===== config.mk =====
export PLATFORM = sky130hd
export DESIGN_NAME = jt08_rhythm_keyctl_flat
export DESIGN_NICKNAME = d
export VERILOG_FILES = /design/src/rtl/jt08_pkg.sv /design/src/rtl/jt08_rhythm_keyctl_if.sv /design/src/rtl/jt08_rhythm_ring.sv /design/src/rtl/jt08_rhythm_keyctl.sv /design/src/flat_wrapper.sv
export SDC_FILE = /design/constraint.sdc
export NUM_CORES = 1
export LEC_CHECK = 0
export ABC_AREA = 1
export CORE_ASPECT_RATIO = 1.5
export CORE_MARGIN = 1
export CORE_UTILIZATION = 52
export DETAILED_ROUTE_END_ITERATION = 8
export PLACE_DENSITY_LB_ADDON = 0.1
export SYNTH_ARGS = -nofsm -noshare
export SYNTH_HDL_FRONTEND = slang
export SYNTH_HIERARCHICAL = 1
export SYNTH_SLANG_ARGS = --single-unit
export TNS_END_PERCENT = 100

===== constraint.sdc =====
create_clock -name clk -period 3.4 [get_ports clk]
set_clock_uncertainty 0.15 [all_clocks]
set_input_delay 1.02 -clock clk [delete_from_list [all_inputs] [get_ports clk]]
set_output_delay 1.02 -clock clk [all_outputs]
set_load 0.005 [all_outputs]

===== src/rtl/jt08_pkg.sv =====
// Shared constants for the jt08 rhythm ADPCM key-on/dump sequencer and its slot ring.
package jt08_pkg;

  localparam int              NCH          = 6;
  localparam logic [7:0]      RHY_KEY_ADDR = 8'h10;
  localparam int              DUMP_BIT     = 7;
  localparam logic [NCH-1:0]  RING_RST     = 6'b000001;

  // Advance a one-hot slot vector to the next channel, wrapping the top bit to bit 0.
  function automatic logic [NCH-1:0] ring_rotl(input logic [NCH-1:0] v);
    return {v[NCH-2:0], v[NCH-1]};
  endfunction

endpackage


===== src/rtl/jt08_rhythm_keyctl_if.sv =====
// CPU key-register bus plus the sequencer outputs seen by the address counter.
// Carries the status byte when JT08_RHY_STATUS_EN is defined.
interface jt08_rhythm_keyctl_if;
  import jt08_pkg::*;

  // wr_key is a one-clk strobe with no ready: the register always accepts a
  // write, and din is sampled only on clocks where wr_key is 1.
  logic [7:0]     din;
  logic           wr_key;
  logic [NCH-1:0] cur_ch;
  logic [NCH-1:0] en_ch;
  logic           aon;
  logic           aoff;
  logic [NCH-1:0] pend;
`ifdef JT08_RHY_STATUS_EN
  logic [7:0]     status;
`endif

  modport master (
    output din, wr_key,
    input  cur_ch, en_ch, aon, aoff, pend
`ifdef JT08_RHY_STATUS_EN
    , input status
`endif
  );

  modport slave (
    input  din, wr_key,
    output cur_ch, en_ch, aon, aoff, pend
`ifdef JT08_RHY_STATUS_EN
    , output status
`endif
  );

endinterface


===== src/rtl/jt08_rhythm_ring.sv =====
// One-hot channel slot ring: advances one slot per cen and exposes the next slot
// so callers can act on the slot being entered in the same edge.
module jt08_rhythm_ring
  import jt08_pkg::*;
(
  input  logic           clk,
  input  logic           rst,
  input  logic           cen,
  output logic [NCH-1:0] cur_o,
  output logic [NCH-1:0] nxt_o
);

  logic [NCH-1:0] cur_q;
  logic [NCH-1:0] cur_d;

  always_comb begin
    nxt_o = ring_rotl(cur_q);
    cur_d = cur_q;
    if (cen) cur_d = nxt_o;
  end

  always_ff @(posedge clk or posedge rst) begin
    if (rst) cur_q <= RING_RST;
    else     cur_q <= cur_d;
  end

  assign cur_o = cur_q;

endmodule


===== src/rtl/jt08_rhythm_keyctl.sv =====
// Rhythm key-on/dump sequencer: turns key-register writes into per-channel requests
// issued once in each channel's slot. JT08_RHY_STATUS_EN adds a registered status byte.
module jt08_rhythm_keyctl
  import jt08_pkg::*;
(
  input  logic                 clk,
  input  logic                 rst,
  input  logic                 cen,
  jt08_rhythm_keyctl_if.slave  bus
);

  logic [NCH-1:0] cur_ch;
  logic [NCH-1:0] nxt_ch;

  logic [NCH-1:0] pend_on_q,  pend_on_d;
  logic [NCH-1:0] pend_off_q, pend_off_d;
  logic [NCH-1:0] en_q,       en_d;
  logic           aon_q,      aon_d;
  logic           aoff_q,     aoff_d;

  logic [NCH-1:0] wr_mask;
  logic [NCH-1:0] iss_on;
  logic [NCH-1:0] iss_off;
  logic           unused_din6;

  assign unused_din6 = bus.din[6];

  jt08_rhythm_ring u_ring (
    .clk   (clk),
    .rst   (rst),
    .cen   (cen),
    .cur_o (cur_ch),
    .nxt_o (nxt_ch)
  );

  always_comb begin
    wr_mask = bus.wr_key ? bus.din[NCH-1:0] : '0;
    iss_on  = '0;
    iss_off = '0;
    // A write to the slot being entered takes priority over that slot's issue.
    if (cen) begin
      iss_on  = pend_on_q  & nxt_ch & ~wr_mask;
      iss_off = pend_off_q & nxt_ch & ~wr_mask;
    end

    pend_on_d  = pend_on_q  & ~iss_on;
    pend_off_d = pend_off_q & ~iss_off;
    if (bus.din[DUMP_BIT]) begin
      pend_off_d = pend_off_d |  wr_mask;
      pend_on_d  = pend_on_d  & ~wr_mask;
    end else begin
      pend_on_d  = pend_on_d  |  wr_mask;
      pend_off_d = pend_off_d & ~wr_mask;
    end

    en_d   = en_q;
    aon_d  = aon_q;
    aoff_d = aoff_q;
    if (cen) begin
      aon_d  = |iss_on;
      aoff_d = |iss_off;
      if (aon_d)  en_d = en_d |  nxt_ch;
      if (aoff_d) en_d = en_d & ~nxt_ch;
    end
  end

  always_ff @(posedge clk or posedge rst) begin
    if (rst) begin
      pend_on_q  <= '0;
      pend_off_q <= '0;
      en_q       <= '0;
      aon_q      <= 1'b0;
      aoff_q     <= 1'b0;
    end else begin
      pend_on_q  <= pend_on_d;
      pend_off_q <= pend_off_d;
      en_q       <= en_d;
      aon_q      <= aon_d;
      aoff_q     <= aoff_d;
    end
  end

  assign bus.cur_ch = cur_ch;
  assign bus.en_ch  = en_q;
  assign bus.aon    = aon_q;
  assign bus.aoff   = aoff_q;
  assign bus.pend   = pend_on_q | pend_off_q;

`ifdef JT08_RHY_STATUS_EN
  logic [7:0] status_q;
  logic [7:0] status_d;

  always_comb begin
    status_d = {|(pend_on_q | pend_off_q), 1'b0, en_q};
  end

  always_ff @(posedge clk or posedge rst) begin
    if (rst) status_q <= '0;
    else     status_q <= status_d;
  end

  assign bus.status = status_q;
`endif

endmodule


===== src/flat_wrapper.sv =====
// flat-port wrapper written by rule: the top's interface ports become plain ports
module jt08_rhythm_keyctl_flat import jt08_pkg::*;
  (clk, rst, cen, bus_din, bus_wr_key, bus_cur_ch, bus_en_ch, bus_aon, bus_aoff, bus_pend);
  jt08_rhythm_keyctl_if bus_i ();
  input  logic clk;
  input  logic rst;
  input  logic cen;
  input wire logic [$bits(bus_i.din)-1:0] bus_din;
  input wire logic [$bits(bus_i.wr_key)-1:0] bus_wr_key;
  output wire logic [$bits(bus_i.cur_ch)-1:0] bus_cur_ch;
  output wire logic [$bits(bus_i.en_ch)-1:0] bus_en_ch;
  output wire logic [$bits(bus_i.aon)-1:0] bus_aon;
  output wire logic [$bits(bus_i.aoff)-1:0] bus_aoff;
  output wire logic [$bits(bus_i.pend)-1:0] bus_pend;
  assign bus_i.din = bus_din;
  assign bus_i.wr_key = bus_wr_key;
  assign bus_cur_ch = bus_i.cur_ch;
  assign bus_en_ch = bus_i.en_ch;
  assign bus_aon = bus_i.aon;
  assign bus_aoff = bus_i.aoff;
  assign bus_pend = bus_i.pend;
  jt08_rhythm_keyctl u_core (.clk(clk), .rst(rst), .cen(cen), .bus(bus_i));
endmodule

==> results of run 1 <==
-- critical path, delay by kind of cell, from the launching register on --
kind	cells	cell delay (ps)
buffers and inverters	1	450
DFF	1	420
and+or+nand+nor	1	300
-- synth_stat cells, drive strengths merged --
cell type / n / area share
o22ai: 7 / 0.034
inv: 26 / 0.076
dfrtp: 25 / 0.49
o21ai: 5 / 0.019
o21bai: 2 / 0.012
nor2: 18 / 0.053
nand2: 64 / 0.19
or2: 6 / 0.029
buf: 7 / 0.039
nand3: 9 / 0.043
dfstp: 1 / 0.020
-- how the worst max path moves through the flow --
stage | from | end | slack (ps) | cells past startpoint
final | u_core/pend_on_q[5]$_DFF_PP0_ | bus_pend[5] | 750 | 2
after global routing | cen | flop | 660 | 9
after CTS | u_core/pend_on_q[5]$_DFF_PP0_ | bus_pend[5] | 730 | 2
after detailed placement | cen | u_core/bus.aon$_DFFE_PP0P_ | 460 | 6
after global placement | cen | u_core/bus.aoff$_DFFE_PP0P_ | 500 | 6
after floorplan | cen | u_core/bus.aoff$_DFFE_PP0P_ | 1390 | 6
-- through the flow --
stage	power, W	util
floorplan	0.000383	-
global route	0.000608	0.701
finish	0.000577	0.701
detailed placement	0.000430	0.685
CTS	0.000583	0.701
global placement	0.000427	0.685
-- cell type report --
| type | instances | area (sq um) |
|---|---|---|
| Fill cell | 203 | 684 |
| Sequential cell | 26 | 652 |
| Multi-Input combinational cell | 111 | 487 |
| Timing Repair Buffer | 30 | 300 |
| Inverter | 26 | 97.6 |
| Clock buffer | 4 | 36.3 |
| Tap cell | 23 | 28.8 |
-- routing by layer --
layer	up-vias	part of all wire	GRT usage
met4	0	0.018	0.0820
met5	-	0	0
met3	4	0.046	0.0260
met1	490	0.43	0.278
met2	27	0.51	0.406
li1	567	-	-
-- kinds of logic after synthesis --
logic type             synth area share
buffers and inverters             0.115
flip-flops                        0.507
AND/OR/NAND/NOR                   0.313
AO/OA/AOI/OAI                    0.0652
-- power groups by stage --
stage          clock network [W]  logic [W]  registers, W
2_1_floorplan                  0  0.0000431      0.000340
3_3_place_gp                   0  0.0000849      0.000342
3_5_place_dp                   0  0.0000875      0.000343
4_1_cts                 0.000158  0.0000883      0.000337
5_1_grt                 0.000172  0.0000963      0.000340
6_report                0.000152  0.0000871      0.000337
==> out/summary.txt, run 1 <==
status: complete, no violations
Comb power frac: 0.151
largest net degree at the start of global routing: 21
Mapped Cells: 170
Die Wd: 42.6 um
WL final: 2.65 mm
ANT nets after route: 0
critical path class: reg -> out
initial drt markers: 55
clock tree buffer depth: 2
Finished Cell Area: 1600 sq um
LEAKAGE: 0.846 nW
area of the mapped netlist: 1290 sq um
Hold WC Path Type: reg -> reg
most frequent cells in the layout: nand2_1, clkdlybuf4s50_1, inv_1, dfrtp_1, nor2_1
Final Hold Fails: 0
total CTS buffers: 3
post-route setup slack: 747 ps
DPL Wire Length: 1.94 mm
# placed instances: 216
Crit Path Max Fanout: 3
Starting Density: 0.563
Non-Filler Instances: 220
CTS tree: done
fmax: 377 MHz
Critical Path AT: 1480 ps
gr usage total: 0.229
Psw: 0.000136 W
via density per instance: 4.95
worst reg2reg setup slack: 1910 ps
H-tree depth: 1
crit-path max cell delay: 450 ps
flops & latches, synth: 26
commonest non-fill, non-tap cell in the layout: nand2_1
relative max-transition margin: 0.492
hold path depth: 2
Clk pin slew, worst setup/hold paths: 130 ps
Post-route DRC: 0
NumNets Final: 210
post-CTS sizing: 0
chip height: 62.9 um
antenna violations before repair: 0
critical path endpoint category: output port
layout cell share with drive strength beyond 1: 0.0761
Yosys Warn Count: 6
clock sinks: 26
Ant. Diodes: 0
clock latency on the worst-skew pair: 320 ps
Final period util: 0.780
register area share after synthesis: 0.507
port buffer count: 30
FF-to-FF End: u_core/bus.aon$_DFFE_PP0P_
pins over their slew limit: 0
number of hold buffers added after CTS: 0
Tightest Pin Transition: 762 ps
vias in the first global route: 1102
Setup WS pre-CTS: 457 ps
vias: 1088
overflow left after global routing: 0
CP Cell Sequence: or2_2 > clkdlybuf4s50_1
DP Area: 1570 sq um
Clk pwr share: 0.264
RSZ-0062 raised after global routing: false
Core Rows: 21
hold path startpoint: u_core/u_ring/cur_o[0]$_DFFE_PP1P_
area delta synth->final: 24.5%
Yosys cell types: 15
Core ar.: 2290 sq um
Worst EP required: 2230 ps
syn avg cell area: 7.57 sq um
Flop pwr share: 0.585
Worst Setup Start Kind: flop
TritonRoute pass-1 iters: 4
Reg2Reg Depth: 5
final setup vio count: 0
DR WL/cell: 12.0 um
Clk Tree Root Cell: clkbuf_4
FF-to-FF Start: u_core/u_ring/cur_o[2]$_DFFE_PP0P_
Setup TNS: 0 ps
setup bufs post-CTS: 0
first-pass GRT wire length: 4.71 mm
Max Cap Violations: 0
Ports: 32
hold worst-path end: u_core/u_ring/cur_o[0]$_DFFE_PP1P_
PD cells: 360 nW/um^2
RePlAce Congestion: 0.833
syn nets: 182
VDD IR max: 286 uV
CP max stage cell: clkdlybuf4s50_1
P_int: 0.000440 W
Tmin final: 2650 ps
WHS: 344 ps
net switching share of the total power: 0.236
die area: 2680 sq um
(Power assumes the default switching activity.)
==> run 2, diff against run 1 <==
Settings changed: CORE_UTILIZATION 52 to 43.
Clock period 3.4 ns to 2.35 ns, I/O delays scaled along.
==> out/summary.txt, run 2 (synthesized netlist as in run 1, its figures left out) <==
initial drt markers: 30 (-45%)
Max Cap Violations: 0 (unchanged)
cell family with most CP delay: buffers and inverters
critical path endpoint category: output port
TritonRoute pass-1 iters: 4 (unchanged)
area delta synth->final: 37.8%
CP max stage cell: clkdlybuf4s50_1
Clk pin slew, worst setup/hold paths: 90 ps (-40 ps)
Worst EP required: 1490 ps (-740 ps)
Core ar.: 2760 sq um (+21%)
DPL Wire Length: 2.37 mm (+22%)
post-route setup slack: 65.6 ps (-682 ps)
# fillers: 269 (+33%)
crit-path max cell delay: 450 ps (about the same)
post-CTS sizing: 0 (unchanged)
fmax: 438 MHz
Hold WC Path Type: reg -> reg
Crit Path Max Fanout: 3 (unchanged)
clock sinks: 26 (unchanged)
GR peak layer: met2
RSZ-0062 raised after global routing: false
LEAKAGE: 0.934 nW (+10%)
Die Wd: 46.7 um (+9.5%)
GR Layer Usage met1: 0.240 (-0.0380)
CP Cell Sequence: or2_2 > clkdlybuf4s50_1
VDD IR max: 467 uV (+63%)
Worst Setup Start Kind: flop
Starting Density: 0.466 (-0.0971)
WL final: 3.23 mm (+22%)
number of hold buffers added after CTS: 0 (unchanged)
layout cell share with drive strength beyond 1: 0.153 (+0.0773)
Setup WS pre-CTS: -147 ps (-604 ps)
NumNets Final: 228 (+8.6%)
area of the multi-input gates: 487 sq um (unchanged)
total CTS buffers: 3 (unchanged)
CTS tree: done
clock tree buffer depth: 2 (unchanged)
ANT nets after route: 0 (unchanged)
WHS: 338 ps (-5.81 ps)
Post-route DRC: 0 (unchanged)
GRT met3 Usage: 0.0417 (+0.0157)
Tmin final: 2280 ps
H-tree depth: 1 (unchanged)
status: complete, no violations
antenna violations before repair: 0 (unchanged)
vias: 1195 (+9.8%)
Final period util: 0.972
Clk Tree Root Cell: clkbuf_8
Core Rows: 23 (+9.5%)
pins over their slew limit: 0 (unchanged)
relative max-transition margin: 0.809 (+0.318)
most frequent cells in the layout: nand2_1, clkdlybuf4s50_1, inv_1, dfrtp_1
power after layout: 0.000930 W (+61%)
Ant. Diodes: 0 (unchanged)
RePlAce Congestion: 0.811 (-2.6%)
Tightest Pin Transition: 283 ps (-479 ps)
CP bufs+invs: 1 (unchanged)
first-pass GRT wire length: 5.11 mm (+8.5%)
PD cells: 524 nW/um^2 (+46%)
DR WL/cell: 12.8 um (+6.6%)
Ports: 32 (unchanged)
met2 GRT Util: 0.413 (+0.00743)
chip height: 69.0 um (+9.7%)
clock latency on the worst-skew pair: 270 ps (-50 ps)
vias in the first global route: 1215 (+10%)
setup bufs post-CTS: 0 (unchanged)
critical path class: reg -> out
commonest non-fill, non-tap cell in the layout: nand2_1
die area: 3220 sq um (+20%)
largest net degree at the start of global routing: 21 (unchanged)
final setup vio count: 0 (unchanged)
gr usage total: 0.228 (-0.00112)
Final Hold Fails: 0 (unchanged)
overflow left after global routing: 0 (unchanged)
Storage cell area: 652 sq um (unchanged)
Critical Path AT: 1430 ps (-50 ps)
via density per instance: 4.74 (-4.1%)
port buffer count: 30 (unchanged)
-- run 2: cell count changes in the layout (fill, tap and decap cells not counted), sizes merged --
cell  change
buf      +18
-- run 2: cell type report --
| type | count | share of cell area |
|---|---|---|
| well taps | 37 | 0.0261 |
| multi-input cells | 111 | 0.275 |
| clock buffers | 4 | 0.0311 |
| flip-flops and latches | 26 | 0.368 |
| repair buffers | 48 | 0.246 |
| inverters | 26 | 0.0550 |
-- run 2: routing by layer --
layer | part of all wire | wire (um)
met5 | 0 | 0
met1 | 0.41 | 1320
met2 | 0.54 | 1750
met3 | 0.038 | 123
met4 | 0.013 | 43
-- run 2: path summary, 6_finish.rpt --
path | cells after the start | startpoint | endpoint | slack (ps)
min reg2reg | 2 | u_core/u_ring/cur_o[0]$_DFFE_PP1P_ | u_core/u_ring/cur_o[0]$_DFFE_PP1P_ | 340
min | 2 | u_core/u_ring/cur_o[0]$_DFFE_PP1P_ | u_core/u_ring/cur_o[0]$_DFFE_PP1P_ | 340
max reg2reg | 8 | u_core/u_ring/cur_o[4]$_DFFE_PP0P_ | flop | 840
max in group asynchronous | 3 | rst | u_core/pend_on_q[3]$_DFF_PP0_ | 1180
max | 2 | u_core/pend_on_q[2]$_DFF_PP0_ | bus_pend[2] | 70
min in group asynchronous | 2 | rst | u_core/u_ring/cur_o[1]$_DFFE_PP0P_ | 520
-- run 2: per-stage QoR --
step,utilization,cell area (sq um),TNS [ps],std cells
6_report,0.642,1770,0,252
5_1_grt,0.642,1770,0,252
4_1_cts,0.642,1770,0,252
3_5_place_dp,0.622,1720,-899,248
3_3_place_gp,0.622,1720,-448,248
2_1_floorplan,-,1290,0,170
-- run 2: tightest hold or removal path: cells and delay by family, from the launching register on --
family,cells,cell delay (ps)
flip-flops,1,390
AND/OR/NAND/NOR,2,100
-- run 2: power breakdown --
group          switching (W)  internal (W)
logic              0.0000658     0.0000855
clock network       0.000140      0.000150
registers          0.0000157      0.000473
